===== src/rtl/ctrl_txn_profiler.sv =====
// ctrl_txn_profiler: timestamps the ap_ctrl start/done handshake of one HLS
// module instance and emits one latency/interval record per completed
// transaction on a valid/ready stream.
//
// Ports:
//   clock, reset                      single clock, synchronous active-high reset
//   ap_start, ap_ready, ap_done,      monitored block-level handshake
//   ap_continue
//   finish                            end of run; blocks further starts once seen
//   rec_valid/rec_ready               record stream handshake
//   rec_id, rec_start, rec_latency,   record payload (head of record FIFO)
//   rec_interval, rec_first
//   drop_count                        records lost to a full FIFO (saturating)
//   err_underflow, err_overflow       sticky protocol error flags
//   busy                              timestamp queue or record FIFO non-empty
module ctrl_txn_profiler #(
  parameter int unsigned CNT_W     = 32,
  parameter int unsigned OUT_DEPTH = 4,
  parameter int unsigned REC_DEPTH = 8,
  parameter int unsigned ID_W      = 16
) (
  input  logic             clock,
  input  logic             reset,
  input  logic             ap_start,
  input  logic             ap_ready,
  input  logic             ap_done,
  input  logic             ap_continue,
  input  logic             finish,
  output logic             rec_valid,
  input  logic             rec_ready,
  output logic [ID_W-1:0]  rec_id,
  output logic [CNT_W-1:0] rec_start,
  output logic [CNT_W-1:0] rec_latency,
  output logic [CNT_W-1:0] rec_interval,
  output logic             rec_first,
  output logic [CNT_W-1:0] drop_count,
  output logic             err_underflow,
  output logic             err_overflow,
  output logic             busy
);

  localparam int unsigned TA_W = $clog2(OUT_DEPTH);
  localparam int unsigned TC_W = $clog2(OUT_DEPTH + 1);
  localparam int unsigned RA_W = $clog2(REC_DEPTH);
  localparam int unsigned RC_W = $clog2(REC_DEPTH + 1);

  typedef struct packed {
    logic [CNT_W-1:0] start;
    logic [CNT_W-1:0] interval;
    logic             first;
  } ts_t;

  typedef struct packed {
    logic [ID_W-1:0]  id;
    logic [CNT_W-1:0] start;
    logic [CNT_W-1:0] latency;
    logic [CNT_W-1:0] interval;
    logic             first;
  } rec_t;

  typedef enum logic {ARMED = 1'b0, WAIT_READY = 1'b1} state_t;

  state_t           state, next_state;
  logic [CNT_W-1:0] cyc, last_start;
  logic             first_q, fin_q;
  ts_t              ts_mem [OUT_DEPTH];
  logic [TA_W-1:0]  ts_rd, ts_wr;
  logic [TC_W-1:0]  ts_cnt, ts_cnt_nxt;
  rec_t             rec_mem [REC_DEPTH];
  logic [RA_W-1:0]  rec_rd, rec_wr;
  logic [RC_W-1:0]  rec_cnt, rec_cnt_nxt;
  logic [ID_W-1:0]  id_q;

  logic fin_seen, start_ev, done_ev;
  logic ts_push, ts_pop, rec_form, underflow, overflow;
  logic rec_pop, rec_push, rec_drop, rec_full, ts_empty, ts_full;
  ts_t  new_ent, src;
  rec_t new_rec;

  // Start FSM: a start is only recognised while ARMED; WAIT_READY ignores
  // ap_start until the module acknowledges with ap_ready.
  always_ff @(posedge clock) begin
    if (reset) state <= ARMED;
    else       state <= next_state;
  end

  always_comb begin
    next_state = state;
    start_ev   = 1'b0;
    fin_seen   = fin_q | finish;
    case (state)
      ARMED: begin
        if (ap_start && !fin_seen) begin
          start_ev = 1'b1;
          if (!ap_ready) next_state = WAIT_READY;
        end
      end
      WAIT_READY: begin
        if (ap_ready) next_state = ARMED;
      end
      default: next_state = ARMED;
    endcase
  end

  // Queue/FIFO control; a done on an empty queue may consume the same-cycle start.
  always_comb begin
    done_ev          = ap_done & ap_continue;
    new_ent.start    = cyc;
    new_ent.interval = first_q ? '0 : cyc - last_start;
    new_ent.first    = first_q;
    ts_empty         = (ts_cnt == '0);
    ts_full          = (ts_cnt == TC_W'(OUT_DEPTH));
    ts_push          = 1'b0;
    ts_pop           = 1'b0;
    rec_form         = 1'b0;
    underflow        = 1'b0;
    overflow         = 1'b0;
    src              = ts_mem[ts_rd];
    if (done_ev) begin
      if (!ts_empty) begin
        ts_pop   = 1'b1;
        ts_push  = start_ev;
        rec_form = 1'b1;
      end else if (start_ev) begin
        src      = new_ent;
        rec_form = 1'b1;
      end else begin
        underflow = 1'b1;
      end
    end else if (start_ev) begin
      if (ts_full) overflow = 1'b1;
      else         ts_push  = 1'b1;
    end
    new_rec.id       = id_q;
    new_rec.start    = src.start;
    new_rec.latency  = cyc - src.start;
    new_rec.interval = src.interval;
    new_rec.first    = src.first;
    rec_pop     = rec_valid & rec_ready;
    rec_full    = (rec_cnt == RC_W'(REC_DEPTH));
    rec_push    = rec_form & (~rec_full | rec_pop);
    rec_drop    = rec_form & rec_full & ~rec_pop;
    ts_cnt_nxt  = TC_W'(ts_cnt + TC_W'(ts_push) - TC_W'(ts_pop));
    rec_cnt_nxt = RC_W'(rec_cnt + RC_W'(rec_push) - RC_W'(rec_pop));
  end

  // Counters, queues, record FIFO and status flags.
  always_ff @(posedge clock) begin
    if (reset) begin
      cyc           <= '0;
      last_start    <= '0;
      first_q       <= 1'b1;
      fin_q         <= 1'b0;
      ts_rd         <= '0;
      ts_wr         <= '0;
      ts_cnt        <= '0;
      rec_rd        <= '0;
      rec_wr        <= '0;
      rec_cnt       <= '0;
      id_q          <= '0;
      drop_count    <= '0;
      err_underflow <= 1'b0;
      err_overflow  <= 1'b0;
      rec_valid     <= 1'b0;
      busy          <= 1'b0;
      for (int unsigned i = 0; i < OUT_DEPTH; i++) ts_mem[i] <= '0;
      for (int unsigned i = 0; i < REC_DEPTH; i++) rec_mem[i] <= '0;
    end else begin
      cyc   <= cyc + CNT_W'(1);
      fin_q <= fin_seen;
      if (start_ev) begin
        last_start <= cyc;
        first_q    <= 1'b0;
      end
      if (ts_push) begin
        ts_mem[ts_wr] <= new_ent;
        ts_wr         <= ts_wr + TA_W'(1);
      end
      if (ts_pop) ts_rd <= ts_rd + TA_W'(1);
      ts_cnt <= ts_cnt_nxt;
      if (rec_form) id_q <= id_q + ID_W'(1);
      if (rec_push) begin
        rec_mem[rec_wr] <= new_rec;
        rec_wr          <= rec_wr + RA_W'(1);
      end
      if (rec_pop) rec_rd <= rec_rd + RA_W'(1);
      rec_cnt <= rec_cnt_nxt;
      if (rec_drop && (drop_count != '1)) drop_count <= drop_count + CNT_W'(1);
      if (underflow) err_underflow <= 1'b1;
      if (overflow)  err_overflow  <= 1'b1;
      rec_valid <= (rec_cnt_nxt != '0);
      busy      <= (ts_cnt_nxt != '0) || (rec_cnt_nxt != '0);
    end
  end

  // Payload is the FIFO head; it only moves on an accepted pop.
  always_comb begin
    rec_id       = rec_mem[rec_rd].id;
    rec_start    = rec_mem[rec_rd].start;
    rec_latency  = rec_mem[rec_rd].latency;
    rec_interval = rec_mem[rec_rd].interval;
    rec_first    = rec_mem[rec_rd].first;
  end

endmodule


===== config.mk =====
export PLATFORM = sky130hd
export DESIGN_NAME = ctrl_txn_profiler
export DESIGN_NICKNAME = d
export VERILOG_FILES = /design/src/rtl/ctrl_txn_profiler.sv
export SDC_FILE = /design/constraint.sdc
export NUM_CORES = 2
export LEC_CHECK = 0
export ABC_AREA = 1
export BUFFER_PORTS_ARGS = -buffer_cell sky130_fd_sc_hd__buf_4
export CAP_MARGIN = 25
export CORE_MARGIN = 8
export CORE_UTILIZATION = 45
export DETAILED_ROUTE_END_ITERATION = 6
export GPL_TIMING_DRIVEN = 0
export HOLD_SLACK_MARGIN = 0.05
export PLACE_DENSITY = 0.73
export SLEW_MARGIN = 20
export SYNTH_ARGS = -nofsm -noshare
export SYNTH_HDL_FRONTEND = slang
export SYNTH_SLANG_ARGS = --single-unit

===== constraint.sdc =====
create_clock -name clock -period 6.25 [get_ports clock]
set_input_delay 0 -clock clock [delete_from_list [all_inputs] [get_ports clock]]
set_output_delay 0 -clock clock [all_outputs]
set_load 0.01 [all_outputs]

* Yosys cells after proc, flatten, opt, wreduce, memory -nomap -nowiden
Memories as Yosys holds them, arrays and structs flattened. A register that Yosys moved wholly into a read port is not among the register bits. Cells that the tools add are included.
Word-level totals: register bits 136, bits in writable memories 1164, input port bits 8, output and inout port bits 149, word-level logic and storage cells 96, memories 2
Memories:
- rec_mem | words 8, width 113, read ports 1, clocked after memory_dff 1, wr ports 8, line 69 | rec_t rec_mem [REC_DEPTH];
- ts_mem | words 4, width 65, read ports 1, clocked after memory_dff 1, wr ports 4, line 66 | ts_t ts_mem [OUT_DEPTH];
Cells by class: $add $sub $neg 13, equal/unequal tests 3, mux-type cells 42, bitwise operators 10, reductions and logical operators 9
Operators with widths (count):
- 2-to-1 mux 65 bit | 4
- 2-to-1 mux 113 bit | 1
- OR reduction 113 bit | 1
- OR reduction 65 bit | 1
- adder 32 x 1 -> 32 bit (second input constant) | 2
- subtractor 32 bit | 2
- 2-to-1 mux 32 bit | 1
- inequality test 32 bit (second input constant) | 1
- 2-to-1 mux 1 bit | 29
- adder 16 x 1 -> 16 bit (second input constant) | 1
- 2-to-1 mux 3 bit | 3
- adder 3 x 1 -> 3 bit (second input constant) | 2
- 2-to-1 mux 2 bit | 3
- bitwise AND 1 bit | 5
- adder 2 x 1 -> 2 bit (second input constant) | 2
- adder 4 x 1 -> 4 bit | 1
- == test 4 bit (second input constant) | 1
- nonzero test 4 bit | 1
- subtractor 4 x 1 -> 4 bit | 1
- adder 3 x 1 -> 3 bit | 1
- == test 3 bit (second input constant) | 1
- logical NOT 3 bit | 1
- NOT 1 bit | 3
- nonzero test 3 bit | 1
- 6 further kinds | 8

* Logic depth before layout (Yosys ltp)
depth in word-level cells 14, depth in mapped cells 24, depth with buffers taken out 21

* Least setup slack after synthesis
Ideal clock, no wire load.
path type register to register, start reg fin_q, end mem rec_mem[5][0] (netlist name) (enable), setup time 0.476 ns, arrival 4.252 ns, data required time 5.774 ns, slack 1.522 ns, stages on the path, launching flop included 14, path buffers 2, period minus slack after synthesis 4.728 ns, cells stage by stage dfxtp_1 nor2_4 nand3_4 nand2_1 inv_2 nor2_4 inv_2 nor2_4 inv_2 nor3_2 nand2_1 clkbuf_1 buf_2 nand2_1
RTL lines:
- start: declaration | line 65 | logic first_q, fin_q;
- start signal: assignment | line 170 | fin_q <= fin_seen;
- end: declaration | line 69

==> out/metrics.yaml <==
final_util: 0.516
synth_edf_count: 1164
fmax_ghz: 0.186
numCtsBuffers: 137
grt_use_total: 0.268
fin_nets: 6969
rsz0062_at_grt: "false"
status: "complete, but fails checks"
fp.dieH_um: 385
required_ns: 6.73
path_class: "primary input to flop"
grt_max_degree: 54
insertion_delay_ns: 0.78
synth_area_sq_um: 61300
yosysTopAreaCellShare: 0.571
netlist_top_cells_area: "edfxtp_1 57%, nor2_1 14%, o21ai_0 5.2%"
wl_per_cell_um: 23.3
ys_ff_latch: 1305
num_io_pins: 157
min_period_ns: 5.39
cts.sink_count: 1305
setup_viol: 0
fin_ws_ns: 0.860
slowest_stage: "o21ai_1"
cp_data_arrival_time_ns: 5.87
vias_per_cell: 5.75
ctsResizeCount: 0
hp-class: "primary input to flop"
slowest_delay_ns: 0.91
fin_crit_sh: 0.862
cp_max_fo: 10
max-cap-violations: 0
worstMarginPinSlew_ns: 1.18
syn_area_per_cell_sq_um: 9.33
core_area_sq_um: 135000
antenna_left: 0
slew_headroom: 0.216
synth_largest_area_cell: "edfxtp_1"
overflow: 0
r2r_slack_ns: 0.98
syn_inst: 6565
finalMaxSlewViolations: 0
cp-start-kind: "primary input"
power.density_nw_per_um2: 351
die-width_um: 385
leakage_nw: 26.2
ys_types: 58
htree_levels: 4
clockRootBuffer: "clkbuf_16"
synth_flop_cell: "edfxtp_1"
fin_tns_setup_ns: 0
antenna_found_initial: 6
async_flop_share: 0
hold_viol_final: 0
fin_skew_ns: 0.0380
hpwl_um: 147000
drc_errors: 3
vias: 50600
dieArea_sq_um: 148000
instances_no_fill: 8791
final_common_cell: "nor2_1"
num_rows: 135
start_util: 0.453
syn_nets: 6632
dp.cells: 8531
peakVddDrop_uv: 297
clkTransAtPathRegs_ns: 0.06
crit_chain: "dlygate4sd3_1, buf_4, dlygate4sd3_1, nor2_4, nand3_4, inv_4, nand2_2, buf_6, buf_6, buf_2, buf_1, o21ai_1, ha_1, inv_1, o21ai_0, inv_1, nand3_1, xnor2_1, nor2_1"
grt_pass1_wl_um: 300000
firstDrtPassIters: 7
clk_path_buf_depth: 3
grt_pass1_vias: 48000
tritoncts: "done"
port_buffers: 156
ys_seq_area_frac: 0.617
post_cts_buffers: 0
preCtsSetupSlack_ns: 1.10
end_kind: "flop"
yosysWarnings: 0
syn_to_final_growth_pct: 14.1
place.gp.congestion: 0.986
finalWirelength_um: 205000
violations: "DRC"
final_layout_size_suffix_gt1_frac: 0.0811
final_cell_mix: "2216 x nor2_1, 1164 x edfxtp_1, 633 x o21ai_0"
drtIter0Drc: 7334
-- critical path: cells and delay by family --
family / cells / cell delay (ns)
AND/OR/NAND/NOR: 5 / 0.86
adder cells (fa/ha/maj): 1 / 0.42
XOR/XNOR: 1 / 0.81
buffers and inverters: 10 / 2.70
AO/OA/AOI/OAI: 2 / 1.04
-- state kept, by name, indices dropped and copies added, names as in the netlist, named ones only --
name           count
rec_wr             3
first_q            1
id_q              16
last_start        32
ts_mem           260
rec_valid          1
busy               1
rec_cnt            4
fin_q              1
err_overflow       1
ts_wr              2
cyc               32
drop_count        32
state              1
err_underflow      1
ts_cnt             3
ts_rd              2
rec_mem          904
rec_rd             3
-- final timing paths --
kind                  start             end  depth (start not counted)
max                  finish  rec_mem[1][41]                         19
min                 ap_done        ts_rd[0]                          5
max reg2reg            flop  rec_mem[7][64]                         16
min reg2reg  last_start[24]  last_start[24]                          2
-- cells by family after synthesis --
| kind of cell | synth area share |
|---|---|
| simple gates | 0.206 |
| xor+xnor | 0.00772 |
| flops | 0.617 |
| fa+ha+maj | 0.0125 |
| compound gates | 0.105 |
| buf+inv | 0.0521 |
-- routing by layer --
metal,vias up,global-route usage,part of all wire
li1,22900,-,-
met1,24100,0.348,0.37
met2,3142,0.428,0.45
met3,511,0.0666,0.12
met4,4,0.113,0.046
met5,-,0,0.00011
-- area by class of cell --
cell class                      instances  area, sq um
Fill cell                           11900        65400
Sequential cell                      1305        37800
Multi-Input combinational cell       4436        20400
Clock buffer                          184         3750
Tap cell                             1781         2230
Timing Repair Buffer                  198         1950
Buffer                                408         1640
Inverter                              416         1570
Clock inverter                         61          541
Antenna cell                            2         5.00
-- report_power, final --
part | switching (W) | total, W | internal, W | leakage, nW
Combinational | 0.00469 | 0.00651 | 0.00182 | 11.0
Sequential | 0.000134 | 0.0100 | 0.00990 | 13.1
Clock | 0.00346 | 0.00798 | 0.00452 | 2.09
-- synth_stat cells (13+ instances only) --
| library cell | n |
|---|---|
| nand2_2 | 32 |
| ha_1 | 55 |
| a31oi_1 | 119 |
| o21ai_1 | 58 |
| inv_1 | 386 |
| nand3_2 | 14 |
| clkinv_1 | 16 |
| xor2_1 | 27 |
| clkbuf_1 | 313 |
| o221ai_1 | 29 |
| edfxtp_1 | 1164 |
| o21ai_0 | 634 |
| buf_2 | 43 |
| dfxtp_1 | 141 |
| a21oi_1 | 168 |
| nor2_2 | 15 |
| o22ai_1 | 127 |
| o21a_1 | 13 |
| nand2_1 | 583 |
| nor2_1 | 2216 |
| nand3_1 | 149 |
| buf_1 | 45 |
| nand4_1 | 22 |
| nor3_1 | 72 |
-- timing repair --
| item | 4_1_cts | 5_1_grt |
|---|---|---|
| setup endpoints to repair | 0 | 0 |
| hold endpoints to repair | 24 | 0 |
| hold buffers | 10 | 0 |
-- metrics by stage --
step	hold slack [ns]	cell area [sq um]	power, W
finish	0.0971	69900	0.0245
global route	0.122	69900	0.0253
CTS	0.0653	69800	0.0244
detailed placement	0.167	65500	0.0166
global placement	0.165	64700	0.0165
floorplan	0.0768	61300	0.0138
No activity file was read; power rests on OpenSTA's default activity.
